File: src/rtl/ycbcr2rgb.sv
// Pipelined YCbCr-to-RGB converter: 8.8 fixed-point shift-add coefficients with
// round-half-up and saturation. A single advance enable stalls the whole pipe on backpressure.
module ycbcr2rgb #(
    parameter int INT_WIDTH = 8,
    parameter int FP_WIDTH  = 18
) (
    input  logic                 clk,
    input  logic                 rst_n,
    input  logic [INT_WIDTH-1:0] Y,
    input  logic [INT_WIDTH-1:0] Cb,
    input  logic [INT_WIDTH-1:0] Cr,
    input  logic                 din_valid,
    output logic                 din_ready,
    output logic [INT_WIDTH-1:0] R,
    output logic [INT_WIDTH-1:0] G,
    output logic [INT_WIDTH-1:0] B,
    output logic                 dout_valid,
    input  logic                 dout_ready
);

    localparam int FRAC = 8;
    localparam int MAGW = INT_WIDTH + FRAC;
    localparam int NSH  = 6;
    // Shift amounts actually used by the coefficients, per chroma component.
    localparam int CB_SH [NSH] = '{0, 1, 2, 4, 5, 6};
    localparam int CR_SH [NSH] = '{0, 1, 2, 3, 4, 5};

    typedef logic signed [FP_WIDTH-1:0] fp_t;

    function automatic logic [INT_WIDTH-1:0] sat_pixel(input fp_t s);
        if (s[FP_WIDTH-1])
            return '0;
        else if (|s[FP_WIDTH-2:MAGW])
            return '1;
        else
            return s[MAGW-1:FRAC];
    endfunction

    logic en;
    logic dout_valid_reg;
    logic v0_reg, v1_reg, v2_reg, v3_reg;

    assign en        = !dout_valid_reg || dout_ready;
    assign din_ready = en;

    logic signed [INT_WIDTH:0] dcb_c, dcr_c;
    fp_t y_fp, dcb_fp, dcr_fp;

    assign dcb_c  = $signed({1'b0, Cb}) - $signed({2'b01, {(INT_WIDTH-1){1'b0}}});
    assign dcr_c  = $signed({1'b0, Cr}) - $signed({2'b01, {(INT_WIDTH-1){1'b0}}});
    assign y_fp   = {{(FP_WIDTH-MAGW){1'b0}}, Y, {FRAC{1'b0}}};
    assign dcb_fp = {{(FP_WIDTH-INT_WIDTH-1-FRAC){dcb_c[INT_WIDTH]}}, dcb_c, {FRAC{1'b0}}};
    assign dcr_fp = {{(FP_WIDTH-INT_WIDTH-1-FRAC){dcr_c[INT_WIDTH]}}, dcr_c, {FRAC{1'b0}}};

    always_ff @(posedge clk or negedge rst_n) begin
        if (!rst_n) begin
            v0_reg         <= 1'b0;
            v1_reg         <= 1'b0;
            v2_reg         <= 1'b0;
            v3_reg         <= 1'b0;
            dout_valid_reg <= 1'b0;
        end else if (en) begin
            v0_reg         <= din_valid;
            v1_reg         <= v0_reg;
            v2_reg         <= v1_reg;
            v3_reg         <= v2_reg;
            dout_valid_reg <= v3_reg;
        end
    end

    fp_t y0_reg, cb0_reg, cr0_reg;
    fp_t y1_reg;
    fp_t cb_sh_reg [NSH];
    fp_t cr_sh_reg [NSH];

    always_ff @(posedge clk or negedge rst_n) begin
        if (!rst_n) begin
            y0_reg  <= '0;
            cb0_reg <= '0;
            cr0_reg <= '0;
            y1_reg  <= '0;
        end else if (en) begin
            y0_reg  <= y_fp;
            cb0_reg <= dcb_fp;
            cr0_reg <= dcr_fp;
            y1_reg  <= y0_reg;
        end
    end

    generate
        for (genvar gi = 0; gi < NSH; gi++) begin : g_shift
            always_ff @(posedge clk or negedge rst_n) begin
                if (!rst_n) begin
                    cb_sh_reg[gi] <= '0;
                    cr_sh_reg[gi] <= '0;
                end else if (en) begin
                    cb_sh_reg[gi] <= cb0_reg >>> CB_SH[gi];
                    cr_sh_reg[gi] <= cr0_reg >>> CR_SH[gi];
                end
            end
        end
    endgenerate

    fp_t y2_reg, r_sum_reg, b_sum_reg, g_chroma_reg;
    fp_t r_rnd_reg, g_rnd_reg, b_rnd_reg;

    // cb_sh_reg index -> shift: 0,1,2,4,5,6; cr_sh_reg index == shift.
    always_ff @(posedge clk or negedge rst_n) begin
        if (!rst_n) begin
            y2_reg       <= '0;
            r_sum_reg    <= '0;
            b_sum_reg    <= '0;
            g_chroma_reg <= '0;
            r_rnd_reg    <= '0;
            g_rnd_reg    <= '0;
            b_rnd_reg    <= '0;
        end else if (en) begin
            y2_reg       <= y1_reg;
            r_sum_reg    <= y1_reg + cr_sh_reg[0] + cr_sh_reg[2] + cr_sh_reg[3] + cr_sh_reg[5];
            b_sum_reg    <= y1_reg + cb_sh_reg[0] + cb_sh_reg[1] + cb_sh_reg[2] + cb_sh_reg[5];
            g_chroma_reg <= cb_sh_reg[2] + cb_sh_reg[3] + cb_sh_reg[4]
                          + cr_sh_reg[1] + cr_sh_reg[3] + cr_sh_reg[4] + cr_sh_reg[5];
            r_rnd_reg    <= r_sum_reg + fp_t'(128);
            g_rnd_reg    <= y2_reg - g_chroma_reg + fp_t'(128);
            b_rnd_reg    <= b_sum_reg + fp_t'(128);
        end
    end

    logic [INT_WIDTH-1:0] r_reg, g_reg, b_reg;

    // Output pixel only changes on a real pixel, so it holds through bubbles and stalls.
    always_ff @(posedge clk or negedge rst_n) begin
        if (!rst_n) begin
            r_reg <= '0;
            g_reg <= '0;
            b_reg <= '0;
        end else if (en && v3_reg) begin
            r_reg <= sat_pixel(r_rnd_reg);
            g_reg <= sat_pixel(g_rnd_reg);
            b_reg <= sat_pixel(b_rnd_reg);
        end
    end

    assign R          = r_reg;
    assign G          = g_reg;
    assign B          = b_reg;
    assign dout_valid = dout_valid_reg;

endmodule

File: config.mk
export PLATFORM = sky130hd
export DESIGN_NAME = ycbcr2rgb
export DESIGN_NICKNAME = d
export VERILOG_FILES = /design/src/rtl/ycbcr2rgb.sv
export SDC_FILE = /design/constraint.sdc
export NUM_CORES = 1
export LEC_CHECK = 0
export BUFFER_PORTS_ARGS = -buffer_cell sky130_fd_sc_hd__buf_2
export CAP_MARGIN = 20
export CORE_AREA = 5 5 139 141
export DETAILED_ROUTE_END_ITERATION = 8
export DIE_AREA = 0 0 144 146
export PLACE_DENSITY = 0.79
export RECOVER_POWER = 100
export SYNTH_ARGS = -nofsm -noshare
export SYNTH_HDL_FRONTEND = slang
export SYNTH_SLANG_ARGS = --single-unit
File: constraint.sdc
create_clock -name clk -period 5 [get_ports clk]
set_input_delay 0.75 -clock clk [delete_from_list [all_inputs] [get_ports clk]]
set_output_delay 0.75 -clock clk [all_outputs]
set_load 0.1 [all_outputs]
### Yosys cells after proc, flatten, opt, wreduce, memory -nomap -nowiden

Index checks and enable logic that the tools add are counted.

| storage, ports and cells | value |
|---|---|
| bits of input ports | 28 |
| output and inout port bits | 26 |
| register bits | 287 |

| cells by class | value |
|---|---|
| reductions and logical operators | 3 |
| $add $sub $neg | 20 |
| multiplexer cells | 6 |

Operators by type and width:

| kind | number |
|---|---|
| $add 18x9->18 const B | 3 |
| $mux 8 | 6 |
| $add 17x17->18 | 2 |
| $add 18x12->18 | 2 |
| $add 18x14->18 | 2 |
| $add 18x15->18 | 2 |
| $add 17x16->18 | 1 |
| $add 18x11->18 | 1 |
| $add 18x13->18 | 1 |
| $add 18x16->18 | 1 |
| $sub 17x18->18 | 1 |
| $sub 8x8->9 const B | 2 |
| $add 16x12->17 | 1 |
| $add 15x13->16 | 1 |
| $logic_and 1x1->1 | 1 |
| $logic_not 1->1 | 1 |
| $logic_or 1x1->1 | 1 |

### Logic depth before layout (Yosys ltp)

| depth | value |
|---|---|
| depth after elaboration | 6 |
| depth in mapped cells | 17 |
| gate-level depth less buffers | 17 |

### Least setup slack after synthesis

No wires, ideal clock.

| path | value |
|---|---|
| path kind | flip-flop to flip-flop |
| from | register, netlist name cb_sh_reg[9] |
| to | register g_chroma_reg[15] |
| cell stages (with the launch flop) | 15 |
| buffers on the path | 0 |
| period minus slack after synthesis | 4332 ps |
| setup time | 137 ps |
| required time | 4863 ps |
| slack | 668 ps |
| data arrival time | 4195 ps |
| cell sequence | dfrtp_1 -> inv_1 -> fa_1 -> inv_1 -> fa_1 -> inv_1 -> fa_1 -> fa_1 -> inv_1 -> ha_1 -> o21ai_0 -> a21oi_1 -> o41ai_1 -> xor2_1 -> a21oi_1 |

RTL lines:

| element | line | source |
|---|---|---|
| end signal: assignment | 121 | `g_chroma_reg <= cb_sh_reg[2] + cb_sh_reg[3] + cb_sh_reg[4]` |
| end: declaration | 104 | `fp_t y2_reg, r_sum_reg, b_sum_reg, g_chroma_reg;` |

### Worst setup path in the final report

| path | value |
|---|---|
| from | register cr_sh_reg[23] in the netlist's numbering |
| to | register g_chroma_reg[14] |

| between the ends | value |
|---|---|
| cells in the longest elaborated chain, start to end | 2 |

RTL lines:

| element | line | source |
|---|---|---|
| start: declaration | 74 | `fp_t cr_sh_reg [NSH];` |
| start signal: indexed assignment | 98 | `cr_sh_reg[gi] <= cr0_reg >>> CR_SH[gi];` |
| $add 18x13->18 | 122 | `+ cr_sh_reg[1] + cr_sh_reg[3] + cr_sh_reg[4] + cr_sh_reg[5];` |
| $add 18x12->18 | 122 |  |

Every way passes these cells.
A chain may end at the register's enable or synchronous reset.

==> impl_results.md <==
* Cts hold-fix bufs at 0
* IO buf count at 53
* Setup violations, final at 0
* Root Driver: clkbuf_16
* Iteration-0 DRC Markers at 356
* Clk Latency, worst-skew pair at 0.43 ns
* Hold_ws at 0.464 ns
* Peak Freq at 222 MHz
* I/O Pins at 54
* Setup tns final at 0 ns
* Synth top area cells: dfrtp_1 (39%), fa_1 (15%), ha_1 (9.5%)
* Mapped Area at 9720 um2
* Starting Density at 54.5%
* Worst hold stages at 2
* Reg-to-reg slack, setup at 0.50 ns
* Placed Area at 10200 um2
* Failing checks: max-capacitance violations, max-slew violations
* Vias in the first global route at 6953
* Register area share after synthesis at 39.1%
* Worst Reg-to-Reg Cells at 15
* Cts bufs inserted at 17
* R2R Path Start: cr_sh_reg[23]
* Synth top area share at 39.1%
* Setup CP Type: flip-flop to flip-flop
* Ant diodes at 0
* Largest net degree at the start of global routing at 77
* Cells along the critical path: inv_1 -> fa_1 -> inv_1 -> fa_1 -> fa_1 -> inv_1 -> fa_1 -> inv_1 -> ha_1 -> a21o_1 -> a211oi_1 -> o21ai_0 -> a31oi_1 -> xor2_1 -> o21ai_0
* Slowest stage delay, CP at 0.57 ns
* Largest area contributor in the netlist: dfrtp_1
* CTS sink count at 152
* CP startpoint kind: flip-flop
* Post-CTS Setup Bufs at 0
* Ys flop type: dfrtp_1
* Fin crit period at 4.50 ns
* Area of the core at 17800 um2
* Mean post-synth cell area at 9.54 um2
* Routed wire length at 19.7 mm
* Post-CTS Resized at 0
* Hold_sp: cr0_reg[12]
* Total grt overflow at 0
* Die Span Y at 146 um
* 1st-pass router iterations at 5
* Largest fanout on the critical path at 6
* Synth async-reset ratio at 100%
* TritonCTS clock tree: built
* Family with the most delay on the worst path: adder cells
* Synth Register Bits at 152
* Site Rows at 49
* CTS Buffer Depth at 2
* Req. time, crit path at 5.29 ns
* Final hold vios at 0
* Net count reported at finish at 1238
* Fin. max-slew vios at 211
* Ratio of cells with drive above 1 in the final layout at 6.52%
* Clk slew on worst S/H paths at 0.06 ns
* Post-Syn Instances at 1019
* Vias at 6761
* Initial antenna violation count at 0
* Slew headroom at -118%
* Clock Skews at 0.00707 ns
* Worst Setup End Kind: flip-flop
* Die Area at 21000 um2
* Status: finished with violations
* Most common cell after layout, fill and taps aside: nand2_1
* CP Buf/Inv Count at 4
* Detail-routed via count per cell at 5.19
* Hold Path Class: flip-flop to flip-flop
* Crit Reg-Reg Endpoint: g_chroma_reg[14]
* Synth cell types at 45
* Max reg flops at 15
* H-Tree Depth at 4
* DRC at 0
* Max-cap check violation count at 3
* RSZ-0062 raised after global routing: false
* Routed Antenna Nets at 0
* Synth warn at 0
* Syn nets at 1196
* Area grow syn2layout at 9.78%
* Most frequent cells in the layout: nand2_1 (241), dfrtp_1 (152), inv_1 (97)
* Global-route wire length before repair at 33.7 mm
* Post-synth EDFFs at 0
* Global Route Usage Sum at 20.0%
* WP data arrival at 4.79 ns
* Slew @ Worst Pin at 3.27 ns
* Wire length per cell at 15.1 um
* Hold Path End: cr0_reg[12]
* DIE WIDTH at 144 um
* Finished Cell Area at 10700 um2
* CP max-delay cell: fa_1
* Fin crit share at 90.1%
* RD Place Congestion at 0.929
* Final HPWL DP at 14.5 mm
-- cell usage after synthesis (all sizes together) (2+ instances only) --
master / n
o21a: 5
a21o: 6
nand2b: 3
dfrtp: 152
nand4: 3
clkbuf: 20
ha: 74
xor2: 30
nor2: 77
and3: 6
o221ai: 4
fa: 75
o31ai: 27
xnor2: 24
nor2b: 5
or2: 4
o21bai: 5
o41ai: 3
a211oi: 4
and2: 3
a31oi: 2
o21ai: 63
nor3: 6
inv: 97
buf: 19
nand2: 241
or3: 2
a21oi: 36
nand3: 14
-- how the worst max path moves through the flow --
stage	end	from	depth (start not counted)	slack (ns)
after floorplan	g_chroma_reg[15]	cb_sh_reg[9]	14	0.67
final	g_chroma_reg[14]	cr_sh_reg[23]	15	0.50
after detailed placement	g_chroma_reg[15]	cb_sh_reg[8]	15	0.52
after global routing	y1_reg[10]	rst_n	2	0.11
after global placement	g_chroma_reg[17]	cr_sh_reg[25]	15	0.58
after CTS	g_chroma_reg[14]	cr_sh_reg[23]	15	0.49
-- kinds of logic after synthesis --
family / Yosys count / synth area share, %
simple gates: 368 / 15.3
flops: 152 / 39.1
buf+inv: 137 / 5.35
mux: 1 / 0.103
fa+ha+maj: 149 / 25.0
xor+xnor: 54 / 4.86
compound gates: 158 / 10.3
-- layout make-up --
type | count | area, um2
Fill cell | 1534 | 7170
Multi-Input combinational cell | 730 | 5360
Sequential cell | 152 | 3800
Clock buffer | 18 | 429
Inverter | 98 | 370
Tap cell | 229 | 287
Timing Repair Buffer | 62 | 283
Clock inverter | 14 | 141
-- tightest hold or removal path: cells and delay by family (launching register included) --
family | cells | cell delay, ns
flip-flops | 1 | 0.34
AND/OR/NAND/NOR | 2 | 0.09
-- stage by stage --
step / worst slack, ns / std cells / util (%)
after detailed placement: 0.516 / 1271 / 57.2
after floorplan: 0.668 / 1019 / -
final: 0.497 / 1303 / 59.8
after global placement: 0.583 / 1271 / 57.2
after CTS: 0.490 / 1303 / 60.4
after global routing: 0.107 / 1303 / 59.8
-- routing by layer --
metal,routed length [um],part of all wire (%),track usage (%)
met1,9300,47,28.1
met2,9220,47,31.2
met3,865,4.4,4.04
met4,314,1.6,6.17
met5,0,0,0
Power is not shown: default switching activity piles up to over one toggle a cycle in this logic, so the estimate is an artifact.
